==> src/rtl/adder_issue_ctrl.sv <==
// adder_issue_ctrl
// Issue/capture sequencer for a completion-detecting 32-bit adder.
// It takes an operand pair over an input valid/ready handshake and holds it
// on the adder inputs. It pulses the adder first-signal F, then waits for the
// adder's asynchronous ready R through a synchronizer, bounded by a timeout.
// The captured sum/carry and the measured wait latency are offered downstream
// over an output valid/ready handshake.
//
// Ports:
//   clk, rst_n                  clock, asynchronous active-low reset
//   in_valid/in_ready           operand handshake
//   in_a, in_b, in_cin          operands and carry-in
//   add_a, add_b, add_cin       registered operands driven to the adder
//   add_f                       one-cycle first pulse (restarts adder timing)
//   add_request                 operation in flight
//   add_ready                   asynchronous adder completion R
//   add_sum, add_cout           adder result, trusted only at capture
//   out_valid/out_ready         result handshake
//   out_sum, out_cout           captured result
//   out_timeout                 result captured by timeout rather than R
//   out_cycles                  WAIT cycles elapsed at capture
module adder_issue_ctrl #(
  parameter int WIDTH       = 32,
  parameter int SYNC_STAGES = 2,
  parameter int MIN_WAIT    = 3,
  parameter int MAX_WAIT    = 34
) (
  input  logic             clk,
  input  logic             rst_n,
  input  logic             in_valid,
  output logic             in_ready,
  input  logic [WIDTH-1:0] in_a,
  input  logic [WIDTH-1:0] in_b,
  input  logic             in_cin,
  output logic [WIDTH-1:0] add_a,
  output logic [WIDTH-1:0] add_b,
  output logic             add_cin,
  output logic             add_f,
  output logic             add_request,
  input  logic             add_ready,
  input  logic [WIDTH-1:0] add_sum,
  input  logic             add_cout,
  output logic             out_valid,
  input  logic             out_ready,
  output logic [WIDTH-1:0] out_sum,
  output logic             out_cout,
  output logic             out_timeout,
  output logic [5:0]       out_cycles
);

  typedef enum logic [1:0] {
    ST_IDLE   = 2'd0,
    ST_LAUNCH = 2'd1,
    ST_WAIT   = 2'd2,
    ST_HOLD   = 2'd3
  } state_t;

  state_t                 state_r;
  state_t                 state_s;
  logic [SYNC_STAGES-1:0] sync_r;
  logic                   sync_ready_s;
  logic [5:0]             cnt_r;
  logic [5:0]             cnt_inc_s;
  logic                   done_s;
  logic                   timeout_s;
  logic                   accept_s;
  logic                   capture_s;

  logic                   in_ready_r;
  logic                   out_valid_r;
  logic                   add_f_r;
  logic                   add_request_r;
  logic [WIDTH-1:0]       add_a_r;
  logic [WIDTH-1:0]       add_b_r;
  logic                   add_cin_r;
  logic [WIDTH-1:0]       out_sum_r;
  logic                   out_cout_r;
  logic                   out_timeout_r;
  logic [5:0]             out_cycles_r;

  assign sync_ready_s = sync_r[SYNC_STAGES-1];
  assign cnt_inc_s    = cnt_r + 6'd1;
  // Samples earlier than MIN_WAIT may still carry R from the previous operation.
  assign done_s       = sync_ready_s && (cnt_inc_s >= 6'(MIN_WAIT));
  assign timeout_s    = (cnt_inc_s == 6'(MAX_WAIT));

  // Next-state logic and the single-cycle accept/capture strobes.
  always_comb begin
    state_s   = state_r;
    accept_s  = 1'b0;
    capture_s = 1'b0;
    case (state_r)
      ST_IDLE: begin
        if (in_valid && in_ready_r) begin
          state_s  = ST_LAUNCH;
          accept_s = 1'b1;
        end else begin
          state_s = ST_IDLE;
        end
      end
      ST_LAUNCH: begin
        state_s = ST_WAIT;
      end
      ST_WAIT: begin
        if (done_s || timeout_s) begin
          state_s   = ST_HOLD;
          capture_s = 1'b1;
        end else begin
          state_s = ST_WAIT;
        end
      end
      ST_HOLD: begin
        if (out_ready) begin
          state_s = ST_IDLE;
        end else begin
          state_s = ST_HOLD;
        end
      end
      default: begin
        state_s = ST_IDLE;
      end
    endcase
  end

  // State register plus control outputs registered from the next state.
  always_ff @(posedge clk or negedge rst_n) begin
    if (!rst_n) begin
      state_r       <= ST_IDLE;
      in_ready_r    <= 1'b0;
      out_valid_r   <= 1'b0;
      add_f_r       <= 1'b0;
      add_request_r <= 1'b0;
    end else begin
      state_r       <= state_s;
      in_ready_r    <= (state_s == ST_IDLE);
      out_valid_r   <= (state_s == ST_HOLD);
      add_f_r       <= (state_s == ST_LAUNCH);
      add_request_r <= (state_s == ST_LAUNCH) || (state_s == ST_WAIT);
    end
  end

  // Synchronizer for the asynchronous adder ready.
  always_ff @(posedge clk or negedge rst_n) begin
    if (!rst_n) begin
      sync_r <= '0;
    end else begin
      sync_r <= {sync_r[SYNC_STAGES-2:0], add_ready};
    end
  end

  // WAIT-cycle counter, cleared during the launch cycle.
  always_ff @(posedge clk or negedge rst_n) begin
    if (!rst_n) begin
      cnt_r <= 6'd0;
    end else if (state_r == ST_LAUNCH) begin
      cnt_r <= 6'd0;
    end else if (state_r == ST_WAIT) begin
      cnt_r <= cnt_inc_s;
    end
  end

  // Operand registers, loaded only on an accept edge.
  always_ff @(posedge clk or negedge rst_n) begin
    if (!rst_n) begin
      add_a_r   <= '0;
      add_b_r   <= '0;
      add_cin_r <= 1'b0;
    end else if (accept_s) begin
      add_a_r   <= in_a;
      add_b_r   <= in_b;
      add_cin_r <= in_cin;
    end
  end

  // Result registers; completion takes priority over a coincident timeout.
  always_ff @(posedge clk or negedge rst_n) begin
    if (!rst_n) begin
      out_sum_r     <= '0;
      out_cout_r    <= 1'b0;
      out_timeout_r <= 1'b0;
      out_cycles_r  <= 6'd0;
    end else if (capture_s) begin
      out_sum_r     <= add_sum;
      out_cout_r    <= add_cout;
      out_timeout_r <= !done_s;
      out_cycles_r  <= cnt_inc_s;
    end
  end

  assign in_ready    = in_ready_r;
  assign out_valid   = out_valid_r;
  assign add_f       = add_f_r;
  assign add_request = add_request_r;
  assign add_a       = add_a_r;
  assign add_b       = add_b_r;
  assign add_cin     = add_cin_r;
  assign out_sum     = out_sum_r;
  assign out_cout    = out_cout_r;
  assign out_timeout = out_timeout_r;
  assign out_cycles  = out_cycles_r;

endmodule

==> config.mk <==
export PLATFORM = sky130hd
export DESIGN_NAME = adder_issue_ctrl
export DESIGN_NICKNAME = d
export VERILOG_FILES = /design/src/rtl/adder_issue_ctrl.sv
export SDC_FILE = /design/constraint.sdc
export NUM_CORES = 1
export LEC_CHECK = 0
export ABC_AREA = 1
export CAP_MARGIN = 20
export CORE_ASPECT_RATIO = 0.8
export CORE_MARGIN = 8
export CORE_UTILIZATION = 46
export CTS_BUF_LIST = sky130_fd_sc_hd__clkbuf_8
export DETAILED_ROUTE_END_ITERATION = 16
export GPL_ROUTABILITY_DRIVEN = 0
export GPL_TIMING_DRIVEN = 0
export PLACE_DENSITY_LB_ADDON = 0.25
export SLEW_MARGIN = 40
export SYNTH_ARGS = -nofsm -noshare
export SYNTH_HDL_FRONTEND = slang
export SYNTH_SLANG_ARGS = --single-unit
==> constraint.sdc <==
create_clock -name clk -period 3.7 [get_ports clk]
set_input_delay 1.11 -clock clk [delete_from_list [all_inputs] [get_ports clk]]
set_output_delay 1.11 -clock clk [all_outputs]
set_load 0.05 [all_outputs]
==> metrics.md <==
| Metric | Value |
|---|---|
| Met1 global-route usage | a little over a fifth |
| Nets | approximately 750 |
| CTS tree | yes |
| Setup skew after layout | ~0.0067 ns |
| CTS buffer count | 17 |
| Die Area | 13800 sq um |
| Met2 Use GR | 35.0% |
| Synth top cells by count | 119 x dfrtp_1, 100 x nand2_1, 65 x mux2_2, 43 x nand3_1, 22 x inv_1 |
| Vias in the first global route | 4067 |
| GR peak layer | met2 |
| Synth Net Count | 515 |
| Clock sink count | 119 |
| Status | complete, no violations |
| Crit path DAT | 1.64 ns |
| CTS Buffer Depth | 2 |
| Max-cap violations | 0 |
| Hold_buf cts | 0 |
| Post-route ant nets | 0 |
| Inserted Diodes | 0 |
| Largest net degree at the start of global routing | 75 |
| Yosys warnings | 0 |
| Synthesized area | between 4000 and 5000 sq um |
| Final worst slack | about 0.95 ns |
| Required @ worst endpoint | approximately 2.6 ns |
| CP max FO | 2 |
| Post-synth top area share | around 63% |
| CP Launch Type | register |
| Leakage | about 3.5 nW |
| Crit. End Element | output pin |
| Primary FF master, synth | dfrtp_1 |
| Worst path bufs/invs | 1 |
| Count of flip-flops with a built-in enable after synthesis | 0 |
| Drt total wl | between 10000 and 15000 um |
| Util after Layout | 74.0% |
| Post-route total power | 0.00821 W |
| Max Fclk | about 0.36 GHz |
| Slew headroom | approximately three fifths |
| Fin crit share | between 70% and 80% |
| Clk_lat worst skew | 0.43 ns |
| Design Area, Final | 7520 sq um |
| Post-DP HPWL | roughly 11000 um |
| CP max stage delay | about 0.84 ns |
| Final-report setup violation count | 0 |
| Placed instance area | approximately 7100 sq um |
| Largest cells by area after synthesis | dfrtp_1 63%, mux2_2 15%, nand2_1 7.9% |
| H-tree Lvls | 4 |
| Tmin final | roughly 2.8 ns |
| Chip Width | about 130 um |
| DR iter-0 viols | approximately 240 |
| Met3 Usage GRT | 7.89% |
| Ys async rst share | 100% |
| Reg clk slew, reported paths | around 0.070 ns |
| Core Region | 10200 sq um |
| WL/cell | around 18 um |
| Max Slew Vio Count | 0 |
| Crit path max-delay family | buffers and inverters |
| Site Rows | 33 |
| Pwr Density | around 1100 nW/um^2 |
| Max stage delay cell, worst path | clkdlybuf4s50_1 |
| Antenna violations before repair | 0 |
| Total track usage | about 20% |
| Io pins | ~210 |
| VDD IR max | just over 0.0007 V |
| FF+latch count, synth | between 100 and 150 |
| Most numerous cell in the Yosys netlist | dfrtp_1 |
| Global route overflow | 0 |
| Post-synthesis cell type count | 21 |
| Area added between synthesis and finish | 58.3% |
| RSZ-0062 raised after global routing | false |
| Die Y | roughly 110 um |
| Port Buf Inserts | about 210 |
| First-pass GRT wire length | between 20000 and 25000 um |
| Syn avg cell area | 11.8 sq um |
| Remaining design rule violation count | 0 |
| Setup CP Type | register to output pin |
| Dominant cell type by area after synthesis | dfrtp_1 |
| Gate Count Post-Synth | 401 |
| Drt first pass iters | 4 |
| Hold Violations, Final | 0 |
| CTS root buffer | clkbuf_8 |
| Initial core utilization | a little under half |
| Register area share after synthesis | a little over three fifths |
| Worst-margin pin slew | 0.584 ns |
| Hold Path Class | register to register |
| Layout cell share with drive strength beyond 1 | around 18% |
| Post-CTS Resized | 0 |
| Crit-path cells | clkdlybuf4s50_1 |
| # Post-CTS Setup Buffers | 0 |
| Vias | between 3000 and 4000 |
| Vias per cell | between 4 and 5 |
| Dpl ws | 0.712 ns |
cell families after synthesis:
group	share of synthesized area [%]
and+or+nand+nor	14.0
DFF	62.7
muxes	15.4
buffers and inverters	3.95
adders and majority gates	2.90
AOI/OAI and AO/OA	1.05
layout by cell type, fill, tap and decap left out:
master           synthesis  layout
nand2_2                  2       2
a21oi_1                  1       1
clkinvlp_4               0       4
nand4_1                  2       2
dfrtp_1                119     119
o21ai_1                  1       1
nor2_1                   5       5
nand2_1                100     100
nand3b_2                 1       1
nand3_2                  1       1
mux2_2                  65      65
o21ai_0                  3       3
clkinv_4                 0       1
bufinv_16                0       4
a31oi_1                  1       1
buf_8                    0       1
clkinv_2                 0       3
inv_1                   22      22
inv_2                    1       1
clkbuf_1                 5       5
nand3_1                 43      43
nand3b_1                 1       1
buf_16                   0       1
buf_6                    2       2
buf_2                   12      12
clkdlybuf4s50_1          0     210
ha_1                    11      11
o22ai_1                  3       3
clkbuf_8                 0      20
per-layer routing:
metal	wire length (um)	vias to the layer above
met1	5000	1856
li1	-	1783
met4	178	0
met2	7320	131
met5	0	-
met3	1250	14
stage by stage:
| stage | cells | TNS (ns) | hold WS (ns) |
|---|---|---|---|
| 3_5_place_dp | 753 | 0 | 0.346 |
| 3_3_place_gp | 752 | -354.06 | 0.333 |
| 2_1_floorplan | 401 | 0 | 0.331 |
| 5_1_grt | 785 | 0 | 0.367 |
| 4_1_cts | 785 | 0 | 0.362 |
| 6_report | 785 | 0 | 0.366 |
registers in the layout (all words and copies together) (netlist names), 2 cells and up:
| name | flops |
|---|---|
| add_a | 32 |
| add_b | 32 |
| out_sum | 32 |
| cnt_r | 6 |
| out_cycles | 6 |
| state_r | 2 |
| sync_r | 2 |
layout make-up:
cell class	count	area, sq um
buffer	19	101
clock buffer	20	275
clock inverter	12	174
fill	709	2640
inverter	23	86.3
multi-input combinational	240	1580
sequential	119	2980
tap	140	175
timing repair buffer	212	2140
final timing paths:
kind                         endpoint  depth (start not counted)  slack [ns]       start
max in group asynchronous    add_b[9]                          2        2.46       rst_n
min reg2reg                 sync_r[1]                          0        0.37   sync_r[0]
max                         add_b[21]                          1        0.95   add_b[21]
min in group asynchronous  state_r[0]                          1        0.57       rst_n
min                         sync_r[1]                          0        0.37   sync_r[0]
max reg2reg                 add_b[25]                          6        1.61  state_r[1]
power by group:
part	leakage (nW)	internal, W	switching, W	total, W
logic	1.79	0.00163	0.00299	0.00463
registers	1.45	0.00192	0.000342	0.00226
clock network	0.217	0.000785	0.000534	0.00132
worst register-to-register path: stages, from the launching register on:
cell and delay (ns):
dfrtp_1 0.42, inv_1 0.10, ha_1 0.18, nand3_1 0.09
clkbuf_1 0.45, buf_2 0.36, mux2_2 0.38
(Power assumes the default switching activity.)
